$ cat src/rtl/io_bus_master_if.sv
// Bridge-side bus of io_bus_master: strobes, address/data paths and the pending
// interrupt flag. The d_bus tri-state buffer lives outside the master.
interface io_bus_master_if;
    logic        read;
    logic        write;
    logic        push;
    logic        push_ints;
    logic        push_int_addr;
    logic        store_retaddr;
    logic        push_retaddr;
    logic        interrupt;
    logic [15:0] addr_out;
    logic [15:0] addr_in;
    logic [15:0] bus_out;
    logic        bus_oe;
    logic [15:0] bus_in;

    modport master (
        output read, write, push, push_ints, push_int_addr, store_retaddr, push_retaddr,
        output addr_out, bus_out, bus_oe,
        input  interrupt, addr_in, bus_in
    );

    modport slave (
        input  read, write, push, push_ints, push_int_addr, store_retaddr, push_retaddr,
        input  addr_out, bus_out, bus_oe,
        output interrupt, addr_in, bus_in
    );
endinterface

$ cat src/rtl/io_bus_master.sv
// CPU-to-I/O bridge master: sequences reads, writes, interrupt entry and
// return-from-interrupt over the bridge strobes. All outputs are registered.
module io_bus_master (
    input  logic                   clk,
    input  logic                   rst_n,
    input  logic                   cpu_req,
    input  logic                   cpu_we,
    input  logic [15:0]            cpu_addr,
    input  logic [15:0]            cpu_wdata,
    output logic [15:0]            cpu_rdata,
    output logic                   cpu_ack,
    output logic                   bus_err,
    input  logic [15:0]            cur_pc,
    input  logic                   int_enable,
    input  logic                   cpu_reti,
    output logic [15:0]            ret_pc,
    output logic                   ret_valid,
    output logic                   irq_taken,
    output logic [15:0]            irq_vector,
    output logic [15:0]            irq_mask,
    io_bus_master_if.master        bus
);

    typedef enum logic [3:0] {
        S_IDLE      = 4'd0,
        S_RD        = 4'd1,
        S_RD_PUSH   = 4'd2,
        S_WR        = 4'd3,
        S_DONE      = 4'd4,
        S_INT_SAVE  = 4'd5,
        S_INT_MASK  = 4'd6,
        S_INT_VEC   = 4'd7,
        S_INT_DONE  = 4'd8,
        S_RETI      = 4'd9,
        S_RETI_DONE = 4'd10
    } state_t;

    state_t      state_r, next_state_s;

    // strobe bit order: read, write, push, push_ints, push_int_addr, store_retaddr, push_retaddr
    logic [6:0]  strobe_r, strobe_s;
    logic [15:0] addr_out_r, addr_out_s, bus_out_r, bus_out_s;
    logic        bus_oe_r, bus_oe_s, cpu_ack_r, cpu_ack_s, bus_err_r, bus_err_s;
    logic        ret_valid_r, ret_valid_s, irq_taken_r, irq_taken_s;
    logic [15:0] cpu_rdata_r, cpu_rdata_s, ret_pc_r, ret_pc_s;
    logic [15:0] irq_vector_r, irq_vector_s, irq_mask_r, irq_mask_s;

    // State register
    always_ff @(posedge clk or negedge rst_n) begin
        if (!rst_n) begin
            state_r <= S_IDLE;
        end else begin
            state_r <= next_state_s;
        end
    end

    // Next-state logic; interrupt entry outranks reti, which outranks a CPU request
    always_comb begin
        next_state_s = S_IDLE;
        case (state_r)
            S_IDLE: begin
                if (bus.interrupt && int_enable) begin
                    next_state_s = S_INT_SAVE;
                end else if (cpu_reti) begin
                    next_state_s = S_RETI;
                end else if (cpu_req) begin
                    if (cpu_addr == 16'h0000) begin
                        next_state_s = S_DONE;
                    end else if (cpu_we) begin
                        next_state_s = S_WR;
                    end else begin
                        next_state_s = S_RD;
                    end
                end else begin
                    next_state_s = S_IDLE;
                end
            end
            S_RD:        next_state_s = S_RD_PUSH;
            S_RD_PUSH:   next_state_s = S_DONE;
            S_WR:        next_state_s = S_DONE;
            S_DONE:      next_state_s = S_IDLE;
            S_INT_SAVE:  next_state_s = S_INT_MASK;
            S_INT_MASK:  next_state_s = S_INT_VEC;
            S_INT_VEC:   next_state_s = S_INT_DONE;
            S_INT_DONE:  next_state_s = S_IDLE;
            S_RETI:      next_state_s = S_RETI_DONE;
            S_RETI_DONE: next_state_s = S_IDLE;
            default:     next_state_s = S_IDLE;
        endcase
    end

    // Output logic: decoded from the state being entered so registered outputs line up with it
    always_comb begin
        strobe_s     = 7'b0000000;
        addr_out_s   = 16'h0000;
        bus_out_s    = 16'h0000;
        bus_oe_s     = 1'b0;
        cpu_ack_s    = 1'b0;
        bus_err_s    = 1'b0;
        ret_valid_s  = 1'b0;
        irq_taken_s  = 1'b0;
        cpu_rdata_s  = cpu_rdata_r;
        ret_pc_s     = ret_pc_r;
        irq_vector_s = irq_vector_r;
        irq_mask_s   = irq_mask_r;

        case (next_state_s)
            S_RD: begin
                strobe_s   = 7'b1000000;
                addr_out_s = cpu_addr;
            end
            S_RD_PUSH: begin
                strobe_s   = 7'b0010000;
                addr_out_s = addr_out_r;
            end
            S_WR: begin
                strobe_s   = 7'b0100000;
                addr_out_s = cpu_addr;
                bus_out_s  = cpu_wdata;
                bus_oe_s   = 1'b1;
            end
            S_DONE: begin
                cpu_ack_s = 1'b1;
                if (state_r == S_IDLE) begin
                    bus_err_s = 1'b1;
                end else begin
                    bus_err_s = 1'b0;
                end
            end
            S_INT_SAVE: begin
                strobe_s  = 7'b0000010;
                bus_out_s = cur_pc;
                bus_oe_s  = 1'b1;
            end
            S_INT_MASK:  strobe_s    = 7'b0001000;
            S_INT_VEC:   strobe_s    = 7'b0000100;
            S_INT_DONE:  irq_taken_s = 1'b1;
            S_RETI:      strobe_s    = 7'b0000001;
            S_RETI_DONE: ret_valid_s = 1'b1;
            default:     strobe_s    = 7'b0000000;
        endcase

        // Bridge data is captured at the end of the cycle its strobe was high
        case (state_r)
            S_IDLE: begin
                if (next_state_s == S_DONE) begin
                    cpu_rdata_s = 16'h0000;
                end else begin
                    cpu_rdata_s = cpu_rdata_r;
                end
            end
            S_RD_PUSH:  cpu_rdata_s  = bus.bus_in;
            S_INT_MASK: irq_mask_s   = bus.bus_in;
            S_INT_VEC:  irq_vector_s = bus.addr_in;
            S_RETI:     ret_pc_s     = bus.bus_in;
            default:    cpu_rdata_s  = cpu_rdata_r;
        endcase
    end

    // Output registers
    always_ff @(posedge clk or negedge rst_n) begin
        if (!rst_n) begin
            strobe_r     <= 7'b0000000;
            addr_out_r   <= 16'h0000;
            bus_out_r    <= 16'h0000;
            bus_oe_r     <= 1'b0;
            cpu_ack_r    <= 1'b0;
            bus_err_r    <= 1'b0;
            ret_valid_r  <= 1'b0;
            irq_taken_r  <= 1'b0;
            cpu_rdata_r  <= 16'h0000;
            ret_pc_r     <= 16'h0000;
            irq_vector_r <= 16'h0000;
            irq_mask_r   <= 16'h0000;
        end else begin
            strobe_r     <= strobe_s;
            addr_out_r   <= addr_out_s;
            bus_out_r    <= bus_out_s;
            bus_oe_r     <= bus_oe_s;
            cpu_ack_r    <= cpu_ack_s;
            bus_err_r    <= bus_err_s;
            ret_valid_r  <= ret_valid_s;
            irq_taken_r  <= irq_taken_s;
            cpu_rdata_r  <= cpu_rdata_s;
            ret_pc_r     <= ret_pc_s;
            irq_vector_r <= irq_vector_s;
            irq_mask_r   <= irq_mask_s;
        end
    end

    assign bus.read          = strobe_r[6];
    assign bus.write         = strobe_r[5];
    assign bus.push          = strobe_r[4];
    assign bus.push_ints     = strobe_r[3];
    assign bus.push_int_addr = strobe_r[2];
    assign bus.store_retaddr = strobe_r[1];
    assign bus.push_retaddr  = strobe_r[0];
    assign bus.addr_out      = addr_out_r;
    assign bus.bus_out       = bus_out_r;
    assign bus.bus_oe        = bus_oe_r;
    assign cpu_ack           = cpu_ack_r;
    assign bus_err           = bus_err_r;
    assign cpu_rdata         = cpu_rdata_r;
    assign ret_pc            = ret_pc_r;
    assign ret_valid         = ret_valid_r;
    assign irq_taken         = irq_taken_r;
    assign irq_vector        = irq_vector_r;
    assign irq_mask          = irq_mask_r;

endmodule

$ cat src/flat_wrapper.sv
// flat-port wrapper written by rule: the top's interface ports become plain ports
module io_bus_master_flat 
  (clk, rst_n, cpu_req, cpu_we, cpu_addr, cpu_wdata, cpu_rdata, cpu_ack, bus_err, cur_pc, int_enable, cpu_reti, ret_pc, ret_valid, irq_taken, irq_vector, irq_mask, bus_read, bus_write, bus_push, bus_push_ints, bus_push_int_addr, bus_store_retaddr, bus_push_retaddr, bus_addr_out, bus_bus_out, bus_bus_oe, bus_interrupt, bus_addr_in, bus_bus_in);
  io_bus_master_if bus_i ();
  input  logic clk;
  input  logic rst_n;
  input  logic cpu_req;
  input  logic cpu_we;
  input  logic [15:0] cpu_addr;
  input  logic [15:0] cpu_wdata;
  output logic [15:0] cpu_rdata;
  output logic cpu_ack;
  output logic bus_err;
  input  logic [15:0] cur_pc;
  input  logic int_enable;
  input  logic cpu_reti;
  output logic [15:0] ret_pc;
  output logic ret_valid;
  output logic irq_taken;
  output logic [15:0] irq_vector;
  output logic [15:0] irq_mask;
  output wire logic [$bits(bus_i.read)-1:0] bus_read;
  output wire logic [$bits(bus_i.write)-1:0] bus_write;
  output wire logic [$bits(bus_i.push)-1:0] bus_push;
  output wire logic [$bits(bus_i.push_ints)-1:0] bus_push_ints;
  output wire logic [$bits(bus_i.push_int_addr)-1:0] bus_push_int_addr;
  output wire logic [$bits(bus_i.store_retaddr)-1:0] bus_store_retaddr;
  output wire logic [$bits(bus_i.push_retaddr)-1:0] bus_push_retaddr;
  output wire logic [$bits(bus_i.addr_out)-1:0] bus_addr_out;
  output wire logic [$bits(bus_i.bus_out)-1:0] bus_bus_out;
  output wire logic [$bits(bus_i.bus_oe)-1:0] bus_bus_oe;
  input wire logic [$bits(bus_i.interrupt)-1:0] bus_interrupt;
  input wire logic [$bits(bus_i.addr_in)-1:0] bus_addr_in;
  input wire logic [$bits(bus_i.bus_in)-1:0] bus_bus_in;
  assign bus_read = bus_i.read;
  assign bus_write = bus_i.write;
  assign bus_push = bus_i.push;
  assign bus_push_ints = bus_i.push_ints;
  assign bus_push_int_addr = bus_i.push_int_addr;
  assign bus_store_retaddr = bus_i.store_retaddr;
  assign bus_push_retaddr = bus_i.push_retaddr;
  assign bus_addr_out = bus_i.addr_out;
  assign bus_bus_out = bus_i.bus_out;
  assign bus_bus_oe = bus_i.bus_oe;
  assign bus_i.interrupt = bus_interrupt;
  assign bus_i.addr_in = bus_addr_in;
  assign bus_i.bus_in = bus_bus_in;
  io_bus_master u_core (.clk(clk), .rst_n(rst_n), .cpu_req(cpu_req), .cpu_we(cpu_we), .cpu_addr(cpu_addr), .cpu_wdata(cpu_wdata), .cpu_rdata(cpu_rdata), .cpu_ack(cpu_ack), .bus_err(bus_err), .cur_pc(cur_pc), .int_enable(int_enable), .cpu_reti(cpu_reti), .ret_pc(ret_pc), .ret_valid(ret_valid), .irq_taken(irq_taken), .irq_vector(irq_vector), .irq_mask(irq_mask), .bus(bus_i));
endmodule
$ cat config.mk
export PLATFORM = sky130hd
export DESIGN_NAME = io_bus_master_flat
export DESIGN_NICKNAME = d
export VERILOG_FILES = /design/src/rtl/io_bus_master_if.sv /design/src/rtl/io_bus_master.sv /design/src/flat_wrapper.sv
export SDC_FILE = /design/constraint.sdc
export NUM_CORES = 1
export LEC_CHECK = 0
export BUFFER_PORTS_ARGS = -buffer_cell sky130_fd_sc_hd__buf_2
export CORE_MARGIN = 1.5
export CORE_UTILIZATION = 50
export CTS_CLUSTER_DIAMETER = 40
export DETAILED_ROUTE_END_ITERATION = 16
export GPL_ROUTABILITY_DRIVEN = 0
export PLACE_DENSITY = 0.95
export SLEW_MARGIN = 20
export SYNTH_ARGS = -nofsm -noshare
export SYNTH_HDL_FRONTEND = slang
export SYNTH_SLANG_ARGS = --single-unit
export TNS_END_PERCENT = 10
$ cat constraint.sdc
create_clock -name clk -period 5.6 [get_ports clk]
set_input_delay 0.84 -clock clk [delete_from_list [all_inputs] [get_ports clk]]
set_output_delay 0.84 -clock clk [all_outputs]
set_load 0.01 [all_outputs]
==> out/results.tsv, run 1 <==
stage	metric	value	unit
critical_path	CP required	5.89	ns
sta	RSZ-0062 raised after global routing	false	
critical_path	FF-to-FF End	u_core.bus.addr_out[4]$_DFFE_PN0N_	
critical_path	flop2flop setup slack	2.91	ns
layout	synthesis-to-layout area growth	29.16	%
clock_tree	clock net sink count	112	
status	run status	finished clean	
global_routing	first-pass GRT wire length	15220	um
die	core box area	0.008258	mm2
critical_path	Worst Reg-to-Reg Cells	5	
power	power density cells	532.0	mW/mm2
sta	Setup TNS Final	0	ns
power	P_leak	2.915	nW
logic_synthesis	Yosys top cell area share	65.71	%
sta	fin. max-slew vios	0	
clock_tree	H-tree Lvls	3	
worst_hold_path	Hold Path Class	reg -> reg	
critical_path	Reg-to-Reg Start	u_core.state_r[2]$_DFF_PN0_	
logic_synthesis	Most used DFF post-synth	dfrtp_1	
critical_path	CP startpoint kind	flip-flop	
die	die width	95.36	um
sta	Tightest Pin Transition	0.9949	ns
sta	period utilisation layout	48.03	%
logic_synthesis	proportion of synthesized flip-flops having asynchronous set or reset	100.0	%
layout	# nets final	576	
run	max cap viols	0	
global_routing	largest net degree at the start of global routing	62	
sta	relative slew slack	33.31	%
sta	Peak Freq	371.8	MHz
clock_tree	hold-fix buffers at CTS	0	
layout	most frequent cells in the layout	buf_2, dfrtp_1, mux2_2	
global_routing	vias in the first global route	3231	
layout	commonest non-fill, non-tap cell in the layout	buf_2	
power	Max VDD drop	0.2785	mV
route	routed vias	3115	
worst_hold_path	WHS Endpoint	u_core.irq_vector[5]$_DFFE_PN0P_	
route	Detail Route Antenna Nets	0	
global_routing	initial antenna violation count	0	
sta	Hold Violations, Final	0	
clock_tree	Clock Path Buffers	2	
route	wire per inst	16.30	um
critical_path	critical path fanouts, max	19	
layout	share of cells above drive strength 1	57.29	%
clock_tree	CTS Root Cell	clkbuf_8	
critical_path	critical path class	reg -> reg	
die	Die ar.	0.009094	mm2
clock_tree	Worst-path clk slew	0.10	ns
logic_synthesis	Yosys cell types	41	
critical_path	Critical Path AT	2.98	ns
sta	endpoints failing setup	0	
logic_synthesis	register area share after synthesis	65.71	%
die	io pins	195	
logic_synthesis	Mean Syn Cell Area	14.41	um2
global_routing	total global routing overflow	0	
route	DRT iter0 DRCs	144	
logic_synthesis	Post-Syn Instances	296	
sta	Setup Skew	0.01409	ns
layout	diode count	0	
die	Starting Density	51.65	%
clock_tree	Setup Buffers After CTS	0	
worst_hold_path	hold_sp	u_core.irq_vector[5]$_DFFE_PN0P_	
logic_synthesis	top post-synthesis cells by area	dfrtp_1, mux2_2, a22o_1	
clock_tree	Resized cells post-CTS	0	
route	Via density	5.200	
worst_hold_path	hold depth	1	
route	drt total wl	9764	um
route	DR pass1 iterations	6	
logic_synthesis	Mapped Nets	383	
clock_tree	worst-skew pair later-pin latency	0.37	ns
sta	Tmin final	2.690	ns
die	Die H	95.36	um
logic_synthesis	area leader, netlist	dfrtp_1	
critical_path	CP Capture Type	flip-flop	
logic_synthesis	synthesized area	0.004265	mm2
place	Port Buffers	194	
route	DR DRC count	0	
layout	post-layout util	66.71	%
place	DP Wirelength	7324	um
die	row count	33	
clock_tree	total CTS buffers	9	
logic_synthesis	synthesis warning total	0	
clock_tree	TritonCTS clock tree	yes	
global_routing	GRT Overall Usage	22.19	%
logic_synthesis	EDFF count, synth	0	
logic_synthesis	Yosys reg bits	112	
## state kept, by name (all words and copies together) (netlist names)
name                 flops
u_core.bus.addr_out     16
u_core.bus.bus_oe        1
u_core.bus.bus_out      16
u_core.bus_err           1
u_core.cpu_ack           1
u_core.cpu_rdata        16
u_core.irq_mask         16
u_core.irq_taken         1
u_core.irq_vector       16
u_core.ret_pc           16
u_core.ret_valid         1
u_core.state_r           4
u_core.strobe_r          7
## critical path, stage by stage, from the launching register on
cell and delay [ns]:
dfrtp_1 0.61, and4bb_1 0.91, a21oi_2 0.04, o21ai_2 0.16, nor3b_4 0.63, a22o_2 0.27
## power by group
group / switching [mW] / total [mW] / leakage [nW] / internal [mW]
clock: 0.284 / 0.458 / 0.0937 / 0.175
combinational: 0.592 / 1.15 / 1.37 / 0.561
sequential: 0.190 / 1.32 / 1.45 / 1.13
## kinds of logic after synthesis
group / share of synthesized area [%]
DFF: 65.71
buffers and inverters: 2.171
and+or+nand+nor: 9.094
AOI/OAI and AO/OA: 10.36
muxes: 12.67
## metrics by stage
stage | total power, mW | std cells | setup slack (ns) | hold slack [ns] | instance area [um2]
3_5_place_dp | 2.503 | 583 | 2.593 | 0.4787 | 5315
4_1_cts | 2.961 | 599 | 2.904 | 0.5106 | 5507
5_1_grt | 3.124 | 599 | 2.736 | 0.5267 | 5509
6_report | 2.931 | 599 | 2.910 | 0.5088 | 5509
2_1_floorplan | 2.021 | 296 | 3.229 | 0.5326 | 4265
3_3_place_gp | 2.438 | 583 | 2.709 | 0.4841 | 5315
## metal layers
metal  global-route usage [%]  share of wire (%)  vias up
li1                         -                  -     1448
met1                    26.24                 39     1533
met2                    38.95                 54      114
met3                    4.067                4.9       20
met4                    10.32                2.3        0
met5                        0                  0        -
## worst max path at each step
stage               slack (ns)                            endpoint                         from
finish                    2.91  u_core.bus.addr_out[4]$_DFFE_PN0N_  u_core.state_r[2]$_DFF_PN0_
global route              2.74  u_core.bus.addr_out[4]$_DFFE_PN0N_  u_core.state_r[2]$_DFF_PN0_
global placement          2.71    u_core.cpu_rdata[12]$_DFFE_PN0P_                  cpu_addr[7]
floorplan                 3.23    u_core.cpu_rdata[10]$_DFFE_PN0P_                  cpu_addr[7]
detailed placement        2.59     u_core.cpu_rdata[8]$_DFFE_PN0P_                  cpu_addr[7]
CTS                       2.90  u_core.bus.addr_out[4]$_DFFE_PN0N_  u_core.state_r[2]$_DFF_PN0_
## synth_stat cells, types with 2 or more instances
library cell	n
nand2_1	35
a22o_1	25
a22o_2	7
buf_4	3
nor2b_1	3
clkbuf_1	5
nor4_1	4
mux2_2	48
buf_2	5
buf_6	2
a21oi_1	17
dfrtp_1	112
o21ai_2	2
## final cells by class
cell class              instances  area (um2)
clock inverters                 6       63.81
clock buffers                  10       127.6
well taps                     105       131.4
repair buffers                197       996.0
flip-flops and latches        112        2803
fillers                       631        2749
inverters                       1       3.754
multi-input cells             168        1384
No activity file was read; power rests on OpenSTA's default activity.
==> inputs of run 2 (changes only) <==
--- a/config.mk
+++ b/config.mk
@@ -7,11 +7,11 @@
 export LEC_CHECK = 0
 export BUFFER_PORTS_ARGS = -buffer_cell sky130_fd_sc_hd__buf_2
 export CORE_MARGIN = 1.5
-export CORE_UTILIZATION = 50
+export CORE_UTILIZATION = 47
 export CTS_CLUSTER_DIAMETER = 40
 export DETAILED_ROUTE_END_ITERATION = 16
 export GPL_ROUTABILITY_DRIVEN = 0
-export PLACE_DENSITY = 0.95
+export PLACE_DENSITY = 0.91
 export SLEW_MARGIN = 20
 export SYNTH_ARGS = -nofsm -noshare
 export SYNTH_HDL_FRONTEND = slang
==> constraint.sdc (replaced) <==
create_clock -name clk -period 2.75 [get_ports clk]
set_input_delay 0.4125 -clock clk [delete_from_list [all_inputs] [get_ports clk]]
set_output_delay 0.4125 -clock clk [all_outputs]
set_load 0.01 [all_outputs]
==> out/results.tsv, run 2 (same netlist as run 1, synthesis figures left out) <==
stage	metric	value	unit	change
die	core box area	0.008763	mm2	+6.1%
sta	relative slew slack	51.14	%	+18 points
sta	Setup TNS Final	0	ns	unchanged
clock_tree	Clock Path Buffers	2		unchanged
run	max cap viols	0		unchanged
clock_tree	hold-fix buffers at CTS	0		unchanged
power	power density cells	1073	mW/mm2	+100%
die	row count	34		+3.0%
worst_hold_path	Hold Path Class	in -> async		
route	DR DRC count	0		unchanged
layout	share of cells above drive strength 1	57.72	%	+0.43 points
clock_tree	H-tree Lvls	3		unchanged
sta	Peak Freq	437.8	MHz	+18%
critical_path	CP peak stage delay	0.64	ns	-0.27 ns
die	Die ar.	0.009656	mm2	+6.2%
layout	# nets final	581		+0.87%
global_routing	largest net degree at the start of global routing	60		-3.2%
critical_path	Critical Path AT	2.58	ns	-0.40 ns
global_routing	first-pass GRT wire length	15730	um	+3.4%
global_routing	total global routing overflow	0		unchanged
sta	Setup Skew	0.01068	ns	-0.003410 ns
route	routed vias	3148		+1.1%
critical_path	CP Capture Type	flip-flop		
global_routing	initial antenna violation count	0		unchanged
die	Die H	98.27	um	+3.0%
layout	Design Area, Final	0.005547	mm2	+0.68%
layout	commonest non-fill, non-tap cell in the layout	buf_2		
route	DRT iter0 DRCs	91		-37%
clock_tree	Setup Buffers After CTS	0		unchanged
sta	Tmin final	2.284	ns	-0.4054 ns
clock_tree	Resized cells post-CTS	0		unchanged
route	DR pass1 iterations	4		-2
die	Starting Density	48.67	%	-3.0 points
critical_path	CP startpoint kind	flip-flop		
global_routing	vias in the first global route	3225		-0.19%
power	P_leak	2.940	nW	+0.87%
critical_path	CP startpoint	u_core.state_r[0]$_DFF_PN0_		
die	io pins	195		unchanged
critical_path	Reg-to-Reg Start	u_core.state_r[0]$_DFF_PN0_		
clock_tree	worst-skew pair later-pin latency	0.35	ns	-0.02 ns
sta	fin. max-slew vios	0		unchanged
die	die width	98.27	um	+3.0%
sta	Tightest Pin Transition	0.7329	ns	-0.2621 ns
critical_path	critical path fanouts, max	17		-2
critical_path	critical path, cell by cell	nor4_4 -> nand2_1 -> o21ai_2 -> nor3b_4 -> a22o_2		
status	run status	finished clean		
critical_path	highest-delay cell along the critical path	nor3b_4		
clock_tree	Worst-path clk slew	0.11	ns	about the same
layout	synthesis-to-layout area growth	30.04	%	
critical_path	CP bufs+invs	0		unchanged
critical_path	family with the most delay on the worst path	simple AND/OR/NAND/NOR gates		
clock_tree	CTS Root Cell	clkbuf_8		
critical_path	critical path class	reg -> reg		
sta	RSZ-0062 raised after global routing	false		
route	Detail Route Antenna Nets	0		unchanged
critical_path	CP required	3.04	ns	-2.85 ns
layout	diode count	0		unchanged
place	Port Buffers	194		unchanged
layout	most frequent cells in the layout	buf_2, dfrtp_1, mux2_2		
route	wire per inst	16.10	um	-1.2%
clock_tree	TritonCTS clock tree	yes		
sta	Hold Violations, Final	0		unchanged
clock_tree	total CTS buffers	9		unchanged
place	DP Wirelength	7296	um	-0.39%
place	Post-DP Area	0.005369	mm2	+1.0%
route	Via density	5.186		-0.27%
sta	period utilisation layout	83.06	%	+35 points
power	Max VDD drop	0.4921	mV	+77%
route	drt total wl	9774	um	+0.10%
sta	endpoints failing setup	0		unchanged
clock_tree	clock net sink count	112		unchanged
layout	Filler Cell Count	669		+6.0%
global_routing	GRT Overall Usage	20.44	%	-1.8 points
run 2: cell count changes in the layout (fill, tap and decap cells not counted), sizes merged:
cell,delta
buf,+5
clkbuf,-1
clkinv,+1
clkinvlp,+1
inv,-1
run 2: worst paths after layout:
path / to / slack, ns / cells past startpoint
max: u_core.bus.addr_out[15]$_DFFE_PN0N_ / 0.47 / 5
min: u_core.bus.addr_out[2]$_DFFE_PN0N_ / 0.10 / 1
max reg2reg: u_core.bus.addr_out[15]$_DFFE_PN0N_ / 0.47 / 5
min reg2reg: u_core.irq_mask[4]$_DFFE_PN0N_ / 0.51 / 1
max in group asynchronous: u_core.cpu_rdata[2]$_DFFE_PN0P_ / 1.88 / 2
min in group clk: u_core.bus.bus_out[11]$_DFF_PN0_ / 0.27 / 2
run 2: cell type report:
class	count	area [um2]	share of cell area [%]
flip-flops and latches	112	2803	50.53
multi-input cells	168	1381	24.90
repair buffers	202	1046	18.86
well taps	108	135.1	2.436
clock buffers	9	123.9	2.233
clock inverters	7	53.80	0.9700
inverters	1	3.754	0.06767
run 2: where the power goes:
group / switching, mW / internal [mW]
sequential: 0.382 / 2.30
combinational: 1.22 / 1.17
clock: 0.549 / 0.338
run 2: worst register-to-register path, delay by kind of cell, from the launching register on:
| kind | cells | cell delay [ns] |
|---|---|---|
| AOI/OAI and AO/OA | 2 | 0.51 |
| DFF | 1 | 0.51 |
| and+or+nand+nor | 3 | 1.21 |
run 2: per-stage QoR:
stage                     hold WS, ns  utilization (%)  power [mW]  instances  setup WS, ns
after global routing           0.1469            63.29       6.327        607        0.2923
after CTS                      0.1130            63.29       6.027        607        0.4939
after detailed placement       0.4773            61.27       5.127        591        0.5163
final                          0.1000            63.29       5.953        607        0.4658
after floorplan                0.1169                -       4.116        296        0.8063
after global placement         0.4791            61.27       4.986        591        0.6173
run 2: metal layers:
metal / GRT usage, % / part of all wire [%] / vias up
li1: - / - / 1465
met1: 25.48 / 39 / 1545
met2: 35.76 / 52 / 129
met3: 4.366 / 6.7 / 9
met4: 6.392 / 1.4 / 0
met5: 0 / 0 / -
==> inputs of run 3 (changes only) <==
--- a/config.mk
+++ b/config.mk
@@ -5,13 +5,14 @@
 export SDC_FILE = /design/constraint.sdc
 export NUM_CORES = 1
 export LEC_CHECK = 0
+export ABC_AREA = 1
 export BUFFER_PORTS_ARGS = -buffer_cell sky130_fd_sc_hd__buf_2
 export CORE_MARGIN = 1.5
-export CORE_UTILIZATION = 47
+export CORE_UTILIZATION = 42
 export CTS_CLUSTER_DIAMETER = 40
 export DETAILED_ROUTE_END_ITERATION = 16
 export GPL_ROUTABILITY_DRIVEN = 0
-export PLACE_DENSITY = 0.91
+export PLACE_DENSITY = 0.86
 export SLEW_MARGIN = 20
 export SYNTH_ARGS = -nofsm -noshare
 export SYNTH_HDL_FRONTEND = slang
==> constraint.sdc (replaced) <==
create_clock -name clk -period 2 [get_ports clk]
set_input_delay 0.3 -clock clk [delete_from_list [all_inputs] [get_ports clk]]
set_output_delay 0.3 -clock clk [all_outputs]
set_load 0.01 [all_outputs]
==> out/results.tsv, run 3 <==
stage	metric	value	unit	change
die	core box area	0.01023	mm2	+17%
layout	area of the multi-input gates	0.001314	mm2	-4.9%
critical_path	Worst Reg-to-Reg Cells	9		+4
sta	relative slew slack	66.15	%	+15 points
die	die width	105.1	um	+6.9%
power	Max VDD drop	0.7149	mV	+45%
sta	worst hold-check slack	0.1237	ns	+0.02364 ns
layout	share of cells above drive strength 1	36.82	%	-21 points
place	Port Buffers	194		unchanged
logic_synthesis	Post-Syn Instances	473		+60%
logic_synthesis	synthesis warning total	0		unchanged
logic_synthesis	top post-synthesis cells by area	dfrtp_1, nand2_1, o21ai_0		
place	Post-DP Area	0.005540	mm2	+3.2%
sta	Tmin final	1.729	ns	-0.5553 ns
layout	most frequent cells in the layout	buf_2, nand2_1, dfrtp_1		
power	P_leak	3.393	nW	+15%
power	share of total power in combinational logic	40.4	%	+0.3 points
route	DRT iter0 DRCs	170		+87%
clock_tree	TritonCTS clock tree	yes		
place	DP Worst Slack	0.08397	ns	-0.4324 ns
die	Starting Density	42.78	%	-5.9 points
logic_synthesis	most frequent cells after synthesis	nand2_1, dfrtp_1, inv_1, o21ai_0, nor2_1		
sta	fin. max-slew vios	0		unchanged
critical_path	CP Capture Type	flip-flop		
layout	Design Area, Final	0.005736	mm2	+3.4%
logic_synthesis	Yosys reg bits	112		unchanged
global_routing	total global routing overflow	0		unchanged
worst_hold_path	Hold Path Class	in -> reg		
layout	synthesis-to-layout area growth	31.05	%	
die	Die H	105.1	um	+6.9%
power	sw power	3.240	mW	+51%
critical_path	Reg-to-Reg Start	u_core.state_r[2]$_DFF_PN0_		
critical_path	FF-to-FF End	u_core.bus.bus_out[1]$_DFF_PN0_		
power	Clock Power Share	15.4	%	+0.5 points
worst_hold_path	WHS Endpoint	u_core.bus.bus_out[2]$_DFF_PN0_		
status	run status	finished clean		
layout	sequential cell area	0.002803	mm2	unchanged
critical_path	critical path class	reg -> reg		
critical_path	flop2flop setup slack	0.27	ns	-0.19 ns
global_routing	vias in the first global route	3509		+8.8%
route	Via density	4.508		-13%
logic_synthesis	Yosys top cell area share	64.04	%	-1.7 points
critical_path	CP required	2.31	ns	-0.73 ns
clock_tree	clock net sink count	112		unchanged
critical_path	highest-delay cell along the critical path	dfrtp_1		
worst_hold_path	hold_sp	cur_pc[2]		
logic_synthesis	synthesized area	0.004377	mm2	+2.6%
critical_path	Worst path most repeated cell	nand2_1		
sta	RSZ-0062 raised after global routing	false		
critical_path	Critical Path AT	2.04	ns	-0.54 ns
route	routed vias	3674		+17%
logic_synthesis	Yosys cell types	23		-44%
logic_synthesis	Most used DFF post-synth	dfrtp_1		
global_routing	grt met1 use	23.62	%	-1.9 points
route	DR pass1 iterations	4		unchanged
layout	diode count	0		unchanged
logic_synthesis	Mean Syn Cell Area	9.253	um2	-36%
die	Die ar.	0.01104	mm2	+14%
route	DR DRC count	0		unchanged
place	DP Wirelength	7654	um	+4.9%
power	Internal Pwr Total	4.879	mW	+28%
clock_tree	H-tree Lvls	3		unchanged
run	max cap viols	0		unchanged
clock_tree	Worst-path clk slew	0.11	ns	about the same
layout	commonest non-fill, non-tap cell in the layout	buf_2		
die	row count	37		+8.8%
power	Seq pwr share	44.2	%	-0.8 points
power	power density cells	1416	mW/mm2	+32%
global_routing	grt met2 use	33.15	%	-2.6 points
critical_path	critical path, cell by cell	nor2_1 -> nand3_2 -> inv_1 -> nand2_1 -> nand2_1 -> nand2_1 -> inv_2 -> nand2_1 -> nand2_1		
global_routing	largest net degree at the start of global routing	48		-20%
global_routing	GRT met3 Usage	4.242	%	-0.12 points
die	io pins	195		unchanged
logic_synthesis	most frequent cell after synthesis	nand2_1		
global_routing	GRT Overall Usage	19.28	%	-1.2 points
critical_path	CP peak stage delay	0.44	ns	-0.20 ns
global_routing	initial antenna violation count	0		unchanged
layout	# nets final	761		+31%
logic_synthesis	EDFF count, synth	0		unchanged
sta	endpoints failing setup	0		unchanged
critical_path	CP startpoint kind	flip-flop		
sta	Hold Violations, Final	0		unchanged
route	wire per inst	12.59	um	-22%
logic_synthesis	Mapped Nets	560		+46%
global_routing	first-pass GRT wire length	16850	um	+7.1%
layout	Filler Cell Count	937		+40%
route	drt total wl	10260	um	+5.0%
global_routing	GRT busiest layer	met2		
sta	Tightest Pin Transition	0.5072	ns	-0.2256 ns
logic_synthesis	proportion of synthesized flip-flops having asynchronous set or reset	100.0	%	unchanged
sta	Setup TNS Final	0	ns	unchanged
logic_synthesis	area leader, netlist	dfrtp_1		
clock_tree	CTS Root Cell	clkbuf_8		
critical_path	critical path fanouts, max	17		unchanged
worst_hold_path	hold depth	3		
sta	Peak Freq	578.4	MHz	+32%
clock_tree	Clock Path Buffers	2		unchanged
sta	period utilisation layout	86.44	%	+3.4 points
clock_tree	total CTS buffers	9		unchanged
sta	Setup Skew	0.01446	ns	+0.003782 ns
route	Detail Route Antenna Nets	0		unchanged
sta	slack of the critical path	0.2711	ns	-0.1947 ns
power	Sw Ratio	39.90	%	+3.8 points
clock_tree	worst-skew pair later-pin latency	0.37	ns	+0.02 ns
logic_synthesis	register area share after synthesis	64.04	%	-1.7 points
layout	post-layout util	56.06	%	-7.2 points
-- run 3: changes by cell type after synthesis, moves of 18 or more --
| cell | before | now |
|---|---|---|
| inv_1 | 1 | 42 |
| o21ai_0 | 0 | 39 |
| a22o_1 | 25 | 0 |
| nand2_1 | 35 | 191 |
| mux2_2 | 48 | 0 |
| nor2_1 | 1 | 21 |
| nand3_1 | 0 | 18 |
-- run 3: logic make-up (layout without fill, tap and decap cells) --
group | Yosys count | count (layout) | share of synthesized area [%]
and+or+nand+nor | 244 | 244 | 22.96
DFF | 112 | 112 | 64.04
buffers and inverters | 65 | 271 | 6.118
AOI/OAI and AO/OA | 52 | 52 | 6.890
-- run 3: power groups by stage --
stage | clock (mW) | combinational [mW] | sequential, mW
after floorplan | 0 | 1.46 | 4.05
after global placement | 0 | 3.23 | 3.60
after detailed placement | 0 | 3.33 | 3.62
after CTS | 1.30 | 3.32 | 3.59
after global routing | 1.39 | 3.69 | 3.70
final | 1.25 | 3.28 | 3.59
-- run 3: area by class of cell --
class	instances	share of cell area, %
Clock buffer	9	2.160
Clock inverter	7	0.9380
Inverter	50	3.272
Multi-Input combinational cell	296	22.91
Sequential cell	112	48.87
Tap cell	136	2.967
Timing Repair Buffer	205	18.89
-- run 3: how the worst max path moves through the flow --
stage                                      startpoint                                to  slack [ns]
after global placement                    cpu_addr[6]  u_core.cpu_rdata[10]$_DFFE_PN0P_        0.16
after floorplan           u_core.state_r[2]$_DFF_PN0_  u_core.bus.bus_out[10]$_DFF_PN0_        0.46
after detailed placement                  cpu_addr[6]  u_core.cpu_rdata[14]$_DFFE_PN0P_        0.08
final                     u_core.state_r[2]$_DFF_PN0_   u_core.bus.bus_out[1]$_DFF_PN0_        0.27
after CTS                 u_core.state_r[2]$_DFF_PN0_  u_core.cpu_rdata[14]$_DFFE_PN0P_        0.20
after global routing      u_core.state_r[2]$_DFF_PN0_  u_core.bus.bus_out[10]$_DFF_PN0_        0.07
-- run 3: critical path, delay by kind of cell (launching register included) --
kind                   cells  cell delay [ns]
and+or+nand+nor            7             0.86
DFF                        1             0.44
buffers and inverters      2             0.38
-- run 3: timing repair --
item,CTS,global route
hold buffers,1,0
hold endpoints to repair,32,0
endpoints found under the setup margin,0,1
gates resized for setup,0,1
buffers inserted,0,0
-- run 3: stage by stage --
stage,power (mW),instances
2_1_floorplan,5.503,473
3_3_place_gp,6.831,798
3_5_place_dp,6.944,798
4_1_cts,8.211,815
5_1_grt,8.774,815
6_report,8.119,815
-- run 3: layer usage --
metal | up-vias | part of all wire (%)
li1 | 1846 | -
met3 | 17 | 5.8
met4 | 0 | 2.3
met2 | 121 | 50
met1 | 1690 | 42
met5 | - | 0
